[src/rtl/despachante_aprovados.sv]
// despachante_aprovados
//
// Takes the evaluator's approved active nodes one at a time. For each node it:
//   1. picks one approved slot and latches its index, address, distance and predecessor;
//   2. writes the predecessor to the predecessor memory (one-cycle write);
//   3. sends a one-cycle deactivate pulse to the evaluator;
//   4. waits at least two cycles, then until the evaluator is no longer busy;
//   5. offers the node to the expansion stage over valid/ready.
// Only one node is in flight at a time.
//
// Slot selection is chosen at build time:
//   DESPACHANTE_PRIORIDADE_DISTANCIA_EN defined   : smallest distance wins, ties go to the
//                                                   lowest index; no pointer is kept.
//   DESPACHANTE_PRIORIDADE_DISTANCIA_EN undefined : round-robin from a pointer that moves
//                                                   past the last dispatched slot.
//
// Ports
//   clk, rst                        clock; asynchronous active-high reset
//   habilitar_in                    allows new selections while high
//   aa_aprovado_in                  per-slot approved flags
//   aa_endereco_in                  slot addresses, slot i at [ADDR_WIDTH*i +: ADDR_WIDTH]
//   aa_distancia_in                 slot distances, same packing
//   aa_anterior_data_in             slot predecessor addresses, same packing
//   aa_ocupado_in, aa_pronto_in     evaluator busy / classification settled
//   da_desativar_out, da_endereco_out           deactivate pulse and its address
//   mem_anterior_we/addr/data_out               predecessor-memory write port
//   da_valido_out, da_no_endereco/distancia_out dispatched node (valid side)
//   expandir_pronto_in                          expansion stage ready
//   da_ocupado_out                              high whenever not idle
//
// Every output is decoded from registered state and latched data only.

module despachante_aprovados #(
  parameter int unsigned NUM_NA          = 4,
  parameter int unsigned ADDR_WIDTH      = 5,
  parameter int unsigned DISTANCIA_WIDTH = 5
) (
  input  logic                                clk,
  input  logic                                rst,
  input  logic                                habilitar_in,
  input  logic [NUM_NA-1:0]                   aa_aprovado_in,
  input  logic [ADDR_WIDTH*NUM_NA-1:0]        aa_endereco_in,
  input  logic [DISTANCIA_WIDTH*NUM_NA-1:0]   aa_distancia_in,
  input  logic [ADDR_WIDTH*NUM_NA-1:0]        aa_anterior_data_in,
  input  logic                                aa_ocupado_in,
  input  logic                                aa_pronto_in,
  output logic                                da_desativar_out,
  output logic [ADDR_WIDTH-1:0]               da_endereco_out,
  output logic                                mem_anterior_we_out,
  output logic [ADDR_WIDTH-1:0]               mem_anterior_addr_out,
  output logic [ADDR_WIDTH-1:0]               mem_anterior_data_out,
  output logic                                da_valido_out,
  output logic [ADDR_WIDTH-1:0]               da_no_endereco_out,
  output logic [DISTANCIA_WIDTH-1:0]          da_no_distancia_out,
  input  logic                                expandir_pronto_in,
  output logic                                da_ocupado_out
);

  localparam int unsigned IdxW = (NUM_NA > 1) ? $clog2(NUM_NA) : 1;

  typedef enum logic [2:0] {
    StOcioso,
    StSelecionar,
    StGravar,
    StDesativar,
    StAguardar,
    StEntregar
  } state_e;

  state_e                     state_q, state_d;
  logic [ADDR_WIDTH-1:0]      end_q, end_d;
  logic [DISTANCIA_WIDTH-1:0] dist_q, dist_d;
  logic [ADDR_WIDTH-1:0]      ant_q, ant_d;
  logic [1:0]                 cnt_q, cnt_d;
`ifndef DESPACHANTE_PRIORIDADE_DISTANCIA_EN
  logic [IdxW-1:0]            idx_q, idx_d;
  logic [IdxW-1:0]            ptr_q, ptr_d;
`endif

  // Selection result for the current aa_* inputs.
  logic                       sel_found;
  int unsigned                sel_pos;
  logic [ADDR_WIDTH-1:0]      sel_end;
  logic [DISTANCIA_WIDTH-1:0] sel_dist;
  logic [ADDR_WIDTH-1:0]      sel_ant;

  always_comb begin : p_select
`ifdef DESPACHANTE_PRIORIDADE_DISTANCIA_EN
    logic [DISTANCIA_WIDTH-1:0] best_dist;
    best_dist = '0;
`endif
    sel_found = 1'b0;
    sel_pos   = 0;
`ifdef DESPACHANTE_PRIORIDADE_DISTANCIA_EN
    // Strict '<' keeps the lowest index on ties.
    for (int unsigned i = 0; i < NUM_NA; i++) begin
      if (aa_aprovado_in[i] &&
          (!sel_found || aa_distancia_in[DISTANCIA_WIDTH*i +: DISTANCIA_WIDTH] < best_dist)) begin
        sel_found = 1'b1;
        sel_pos   = i;
        best_dist = aa_distancia_in[DISTANCIA_WIDTH*i +: DISTANCIA_WIDTH];
      end
    end
`else
    // First pass: slots at or after the pointer. Second pass: wrap to the low slots.
    for (int unsigned i = 0; i < NUM_NA; i++) begin
      if (!sel_found && aa_aprovado_in[i] && (i >= 32'(ptr_q))) begin
        sel_found = 1'b1;
        sel_pos   = i;
      end
    end
    for (int unsigned i = 0; i < NUM_NA; i++) begin
      if (!sel_found && aa_aprovado_in[i]) begin
        sel_found = 1'b1;
        sel_pos   = i;
      end
    end
`endif
    sel_end  = '0;
    sel_dist = '0;
    sel_ant  = '0;
    for (int unsigned i = 0; i < NUM_NA; i++) begin
      if (sel_pos == i) begin
        sel_end  = aa_endereco_in[ADDR_WIDTH*i +: ADDR_WIDTH];
        sel_dist = aa_distancia_in[DISTANCIA_WIDTH*i +: DISTANCIA_WIDTH];
        sel_ant  = aa_anterior_data_in[ADDR_WIDTH*i +: ADDR_WIDTH];
      end
    end
  end

  always_comb begin : p_next
    state_d = state_q;
    end_d   = end_q;
    dist_d  = dist_q;
    ant_d   = ant_q;
    cnt_d   = cnt_q;
`ifndef DESPACHANTE_PRIORIDADE_DISTANCIA_EN
    idx_d   = idx_q;
    ptr_d   = ptr_q;
`endif
    case (state_q)
      StOcioso: begin
        if (habilitar_in && aa_pronto_in && (|aa_aprovado_in) && !aa_ocupado_in) begin
          state_d = StSelecionar;
        end
      end
      StSelecionar: begin
        // Approval may have vanished since qualification; then leave without side effects.
        if (sel_found) begin
          end_d   = sel_end;
          dist_d  = sel_dist;
          ant_d   = sel_ant;
`ifndef DESPACHANTE_PRIORIDADE_DISTANCIA_EN
          idx_d   = IdxW'(sel_pos);
`endif
          state_d = StGravar;
        end else begin
          state_d = StOcioso;
        end
      end
      StGravar: begin
        state_d = StDesativar;
      end
      StDesativar: begin
        cnt_d   = 2'd0;
        state_d = StAguardar;
      end
      StAguardar: begin
        // cnt_q != 0 means the two-cycle minimum has elapsed.
        if ((cnt_q != 2'd0) && !aa_ocupado_in) begin
          state_d = StEntregar;
        end else if (cnt_q != 2'd3) begin
          cnt_d = cnt_q + 2'd1;
        end
      end
      StEntregar: begin
        if (expandir_pronto_in) begin
`ifndef DESPACHANTE_PRIORIDADE_DISTANCIA_EN
          ptr_d = (idx_q == IdxW'(NUM_NA - 1)) ? '0 : idx_q + 1'b1;
`endif
          state_d = StOcioso;
        end
      end
      default: begin
        state_d = StOcioso;
      end
    endcase
  end

  always_ff @(posedge clk or posedge rst) begin
    if (rst) begin
      state_q <= StOcioso;
      end_q   <= '0;
      dist_q  <= '0;
      ant_q   <= '0;
      cnt_q   <= '0;
`ifndef DESPACHANTE_PRIORIDADE_DISTANCIA_EN
      idx_q   <= '0;
      ptr_q   <= '0;
`endif
    end else begin
      state_q <= state_d;
      end_q   <= end_d;
      dist_q  <= dist_d;
      ant_q   <= ant_d;
      cnt_q   <= cnt_d;
`ifndef DESPACHANTE_PRIORIDADE_DISTANCIA_EN
      idx_q   <= idx_d;
      ptr_q   <= ptr_d;
`endif
    end
  end

  // Data buses are gated by their strobes so they read zero outside their cycles.
  always_comb begin : p_outputs
    mem_anterior_we_out   = (state_q == StGravar);
    da_desativar_out      = (state_q == StDesativar);
    da_valido_out         = (state_q == StEntregar);
    da_ocupado_out        = (state_q != StOcioso);
    mem_anterior_addr_out = mem_anterior_we_out ? end_q : '0;
    mem_anterior_data_out = mem_anterior_we_out ? ant_q : '0;
    da_endereco_out       = da_desativar_out ? end_q : '0;
    da_no_endereco_out    = da_valido_out ? end_q : '0;
    da_no_distancia_out   = da_valido_out ? dist_q : '0;
  end

endmodule

[config.mk]
export PLATFORM = sky130hd
export DESIGN_NAME = despachante_aprovados
export DESIGN_NICKNAME = d
export VERILOG_FILES = /design/src/rtl/despachante_aprovados.sv
export SDC_FILE = /design/constraint.sdc
export NUM_CORES = 1
export LEC_CHECK = 0
export CORE_ASPECT_RATIO = 0.7
export CORE_UTILIZATION = 35
export CTS_BUF_LIST = sky130_fd_sc_hd__clkbuf_8
export DETAILED_ROUTE_END_ITERATION = 6
export PLACE_DENSITY = 0.8
export SYNTH_ARGS = -nofsm -noshare
export SYNTH_HDL_FRONTEND = slang
export SYNTH_SLANG_ARGS = --single-unit
[constraint.sdc]
create_clock -name clk -period 1.9 [get_ports clk]
set_clock_uncertainty 0.2 [all_clocks]
set_input_delay 0.19 -clock clk [delete_from_list [all_inputs] [get_ports clk]]
set_output_delay 0.19 -clock clk [all_outputs]
set_load 0.005 [all_outputs]
==> results of run 1 <==
==> through the flow <==
step	power, µW	util	cell area (µm²)	setup TNS (ps)
4_1_cts	3620	0.656	3140	-935
6_report	3790	0.666	3190	-508
5_1_grt	4100	0.666	3190	-1190
3_5_place_dp	3030	0.620	2970	-4130
3_3_place_gp	2980	0.620	2970	-3540
2_1_floorplan	2130	-	1740	0
==> area by class of cell <==
class                           count  area, µm²  share of cell area
Timing Repair Buffer              140       1340               0.420
Multi-Input combinational cell    144       1070               0.337
Sequential cell                    24        603               0.189
Tap cell                           69       86.3              0.0271
Clock buffer                        4       55.1              0.0173
Inverter                            8       30.0             0.00942
==> sequential cells by signal, indices dropped and copies added, names as in the netlist <==
| signal | flops |
|---|---|
| ant_q | 5 |
| cnt_q | 2 |
| dist_q | 5 |
| end_q | 5 |
| idx_q | 2 |
| ptr_q | 2 |
| state_q | 3 |
==> worst reg2reg max path: stages (launching register included) <==
cell and delay, ps:
dfrtp_1 430, nand2b_1 190, buf_4 140, nor2b_4 120, o221ai_4 180, buf_12 180
o221ai_1 130, a22oi_1 170
==> kinds of logic (layout without fill, tap and decap cells) <==
logic type / Yosys count / in the layout
AO/OA/AOI/OAI: 50 / 50
buffers and inverters: 21 / 152
AND/OR/NAND/NOR: 75 / 75
multiplexers: 16 / 16
adder cells (fa/ha/maj): 3 / 3
flip-flops: 24 / 24
==> cells in the mapped netlist (2+ instances only) <==
cell type,count
buf_4,3
nand2b_1,3
o221ai_1,15
o21ai_0,2
a21oi_1,9
mux2i_1,15
nor2_1,8
nor2_2,2
a22oi_1,14
clkbuf_1,5
nor3_1,4
buf_12,2
nand2_1,27
and2_1,25
buf_6,2
dfrtp_1,24
and3_1,2
inv_1,7
ha_1,3
==> power breakdown <==
part           total [µW]  internal, µW  switching (µW)
clock network         354           185             169
logic                2450          1390            1070
registers             983           773             211
total                3790          2340            1450
==> repair_timing <==
action | 4_1_cts | 5_1_grt
resized for setup | 71 | 47
gates cloned | 1 | 0
endpoints found under the setup margin | 44 | 31
setup buffers | 10 | 5
pin swaps | 5 | 2
==> layer usage <==
layer / track usage / vias to the layer above / part of all wire
met5: 0 / - / 0
met4: 0.00714 / 0 / 0.0010
met3: 0.0456 / 2 / 0.072
met2: 0.404 / 70 / 0.50
met1: 0.273 / 940 / 0.43
li1: - / 949 / -
==> worst max path at each step <==
| stage | startpoint | endpoint | slack [ps] | depth (start not counted) |
|---|---|---|---|---|
| after global placement | aa_aprovado_in[2] | dist_q[2]$_DFFE_PP0P_ | -240 | 6 |
| after global routing | state_q[2]$_DFFE_PP0P_ | mem_anterior_addr_out[4] | -190 | 7 |
| after CTS | state_q[2]$_DFFE_PP0P_ | mem_anterior_data_out[1] | -160 | 7 |
| final | state_q[2]$_DFFE_PP0P_ | mem_anterior_addr_out[3] | -140 | 7 |
| after detailed placement | aa_aprovado_in[0] | ant_q[1]$_DFFE_PP0P_ | -300 | 6 |
| after floorplan | ptr_q[1]$_DFFE_PP0P_ | ant_q[0]$_DFFE_PP0P_ | 200 | 8 |
==> impl_results.md, run 1 <==
- Fmax: 489 MHz
- CTS Sinks: 24
- Slew Viols, Final: 0
- Period utilisation layout: 1.08
- Antenna violations before repair: 0
- Critical path launch point type: flip-flop
- Largest delay contributor family on the critical path: buffers and inverters
- Num ports: 99
- Via density: 5.04
- Share of cells above drive strength 1: 0.291
- Routed Antenna Nets: 0
- TritonRoute pass-1 iters: 4
- Final hold slack: 64.8 ps
- Max stage delay on crit path: 460 ps
- Final setup fails: 10
- Leakage power: 0.00149 µW
- # rows: 21
- Port Buf Inserts: 98
- Initial drt markers: 69
- Synth Area in XOR/XNOR: 0
- Commonest non-fill, non-tap cell in the layout: clkdlybuf4s50_1
- Post-synth EDFFs: 0
- Minimum clock period after layout: 2040 ps
- Die height: 61.0 µm
- Ys async rst share: 1.00
- Die width: 86.3 µm
- Largest net degree at the start of global routing: 25
- CTS H-tree lvls: 1
- Synth area leaders: dfrtp_1 34%, and2_1 9.0%, mux2i_1 8.6%, o221ai_1 7.5%, a22oi_1 6.0%
- RSZ-0062 raised after global routing: true
- DIE AREA: 5270 µm²
- # hold bufs at CTS: 0
- Wirelength per Cell: 14.8 µm
- PD cells: 1190 nW/µm²
- Crit Path Class: flip-flop to output pin
- R2R setup slack: 100 ps
- Largest area contributor in the netlist: dfrtp_1
- Worst slew pin tran: 409 ps
- RR Startpoint: ptr_q[1]$_DFFE_PP0P_
- Worst setup margin: -144 ps
- Pre-CTS WS: -297 ps
- Peak supply drop: 0.000484 V
- Dominant synthesized flop cell: dfrtp_1
- Largest family of logic cells by synthesized area: compound AO/OA/AOI/OAI gates
- GR Overflow Total: 0
- Via Count: 1961
- Placer congestion estimate: 0.858
- Relative slew slack: 0.727
- Clock Tree Buf Depth: 2
- Status: finished with violations
- Most frequent cells in the layout: 69 x clkdlybuf4s50_1, 26 x nand2_1, 25 x buf_4, 22 x dfrtp_1, 18 x and2_1
- R2R depth: 7
- Routed wire length: 5740 µm
- Adder-Cell Fraction of Synth Area: 0.0215
- CTS tree: done
- Remaining DRCs: 0
- First-pass GRT wire length: 8780 µm
- CP Buf/Inv Count: 5
- Clock transition at the registers of the reported paths: 90 ps
- Post-synthesis area per instance: 9.22 µm²
- Final net count: 394
- Root Buffer: clkbuf_8
- Most used cell along the critical path: buf_6
- Endpoint class of the critical path: output pin
- Fillers: 416
- GRT Util Overall: 0.214
- Worst Path Required: 1510 ps
- Failing checks: setup timing
- Max-Cap Viols: 0
- Layout Cells excl Fill: 389
- Initial core utilization: 0.364
- Synth Area in Simple Gates: 0.223
- Worst path slowest cell: dfrtp_2
- Total CTS buffers: 3
- Crit path cell chain: nor3b_4 > buf_6 > buf_6 > buf_6 > buf_6 > and2_1 > buf_2
- Synth cell types: 36
- Register area share after synthesis: 0.345
- Post-synth top area share: 0.345
- Worst-path fanout max: 4
- Placed wire-length estimate: 4060 µm
- Gate Count Post-Synth: 189
- YS warnings: 0
- Final-report hold violation count: 0
- Clock latency on the worst-skew pair: 270 ps
- Arrival time at the worst endpoint: 1650 ps
- Vias in the first global route: 1896
- R2R Path End: end_q[2]$_DFFE_PP0P_
- Core box area: 4780 µm²
- Synth Net Count: 262
- Worst hold path class: input port to async pin
- Register bit total from synthesis: 24
- Mapped Area: 1740 µm²
- Post-synthesis mux area share: 0.0926
- Layout Area Growth over Synthesis: 82.8%
- Ant diodes: 0
- Post-synthesis compound-gate area fraction: 0.238
- Inst Count DP: 370
(Power assumes the default switching activity.)
==> inputs of run 2 (changes only) <==
- REMOVE_ABC_BUFFERS: not set -> 1
==> impl_results.md, run 2 (synthesized netlist as in run 1, its figures left out) <==
- Status: finished, final reports clean
- Die width: 86.3 µm
- Antenna violations before repair: 0
- Slew Viols, Final: 0
- Commonest non-fill, non-tap cell in the layout: clkdlybuf4s50_1
- Initial drt markers: 118
- Peak supply drop: 0.000593 V
- Final-report hold violation count: 0
- Wirelength per Cell: 16.6 µm
- Share of cells above drive strength 1: 0.316
- DIE AREA: 5270 µm²
- Port Buf Inserts: 98
- Final hold slack: 68.6 ps
- CP Buf/Inv Count: 3
- GR Overflow Total: 0
- # rows: 21
- Die height: 61.0 µm
- Vias in the first global route: 1965
- Final net count: 394
- Via density: 5.15
- Period utilisation layout: 0.981
- TritonRoute pass-1 iters: 4
- PD cells: 1180 nW/µm²
- Minimum clock period after layout: 1860 ps
- Most frequent cells in the layout: 68 x clkdlybuf4s50_1, 30 x buf_4, 27 x nand2_1, 23 x and2_1, 21 x dfrtp_1
- Clock transition at the registers of the reported paths: 90 ps
- Initial core utilization: 0.364
- Fmax: 536 MHz
- Largest net degree at the start of global routing: 25
- Clock Tree Buf Depth: 2
- Final Total Pwr: 3740 µW
- Worst Path Required: 1900 ps
- Remaining DRCs: 0
- First-pass GRT wire length: 9600 µm
- Worst-path fanout max: 6
- Arrival time at the worst endpoint: 1860 ps
- Max stage delay on crit path: 430 ps
- Placer congestion estimate: 0.924
- Worst hold path class: input port to async pin
- Worst slew pin tran: 385 ps
- Endpoint class of the critical path: flip-flop
- Routed wire length: 6460 µm
- Crit path cell chain: buf_4 > buf_4 > nor2_4 > and3_2 > buf_4 > o221ai_1 > a22oi_2
- Via Count: 2005
- Layout Cells excl Fill: 389
- Clock latency on the worst-skew pair: 270 ps
- Most used cell along the critical path: buf_4
- Largest delay contributor family on the critical path: buffers and inverters
- Routed Antenna Nets: 0
- CTS H-tree lvls: 1
- Placed wire-length estimate: 4360 µm
- Inst Count DP: 374
- Fin Setup TNS: 0 ps
- Num ports: 99
- Core box area: 4780 µm²
- # hold bufs at CTS: 0
- Layout Area Growth over Synthesis: 82.6%
- Top flop regs: ant_q x5, dist_q x5, end_q x5
- Max-Cap Viols: 0
- CTS Sinks: 24
- GRT Util Overall: 0.239
- Leakage power: 0.00148 µW
- Worst path slowest cell: dfrtp_1
- Ant diodes: 0
- Root Buffer: clkbuf_8
- Total CTS buffers: 3
- Final setup fails: 0
- CTS tree: done
- Relative slew slack: 0.743
- Crit Path Class: flip-flop to flip-flop
- Critical path launch point type: flip-flop
-- run 2: power by group --
part | internal (µW) | switching [µW]
logic | 1270 | 1120
registers | 775 | 220
clock network | 185 | 173
total | 2230 | 1510
-- run 2: worst paths after layout --
| path | from | to | slack (ps) | depth (start not counted) |
|---|---|---|---|---|
| hold reg to reg | idx_q[0]$_DFFE_PP0P_ | ptr_q[0]$_DFFE_PP0P_ | 300 | 1 |
| hold / removal | rst | dist_q[2]$_DFFE_PP0P_ | 70 | 3 |
| setup reg to reg | state_q[1]$_DFFE_PP0P_ | end_q[1]$_DFFE_PP0P_ | 40 | 7 |
| setup / recovery | state_q[1]$_DFFE_PP0P_ | end_q[1]$_DFFE_PP0P_ | 40 | 7 |
| max in group asynchronous | rst | ptr_q[1]$_DFFE_PP0P_ | 1160 | 3 |
| min in group clk | idx_q[0]$_DFFE_PP0P_ | ptr_q[0]$_DFFE_PP0P_ | 300 | 1 |
-- run 2: metrics by stage --
stage	instance area, µm²	setup slack (ps)	utilization
final	3180	35.9	0.666
after global routing	3180	-5.10	0.666
after CTS	3100	-158	0.649
after detailed placement	2970	-278	0.621
after global placement	2970	-262	0.621
after floorplan	1630	99.2	-
-- run 2: repair_timing --
item	CTS	global route
endpoints found under the hold margin	0	0
pin swaps	5	15
cloned	1	1
endpoints found under the setup margin	44	36
buffers inserted	10	4
resized for setup	90	40
-- run 2: worst reg2reg max path, cell delays in order, from the launching register on --
cell and delay [ps]:
dfrtp_1 430, buf_4 160, buf_4 140, nor2_4 120
and3_2 250, buf_4 190, o221ai_1 150, a22oi_2 150
-- run 2: layer usage --
metal | global-route usage | share of wire | vias up | routed length (µm)
met5 | 0 | 0 | - | 0
met4 | 0.0595 | 0.0093 | 0 | 60
met3 | 0.0576 | 0.088 | 8 | 565
met2 | 0.426 | 0.49 | 100 | 3150
met1 | 0.299 | 0.42 | 949 | 2680
li1 | - | - | 948 | -
-- run 2: final cells by class --
type                    instances  area [µm²]
clock buffers                   4        55.1
fillers                       387        1600
multi-input cells             144        1120
inverters                       8        30.0
repair buffers                140        1280
well taps                      69        86.3
flip-flops and latches         24         604
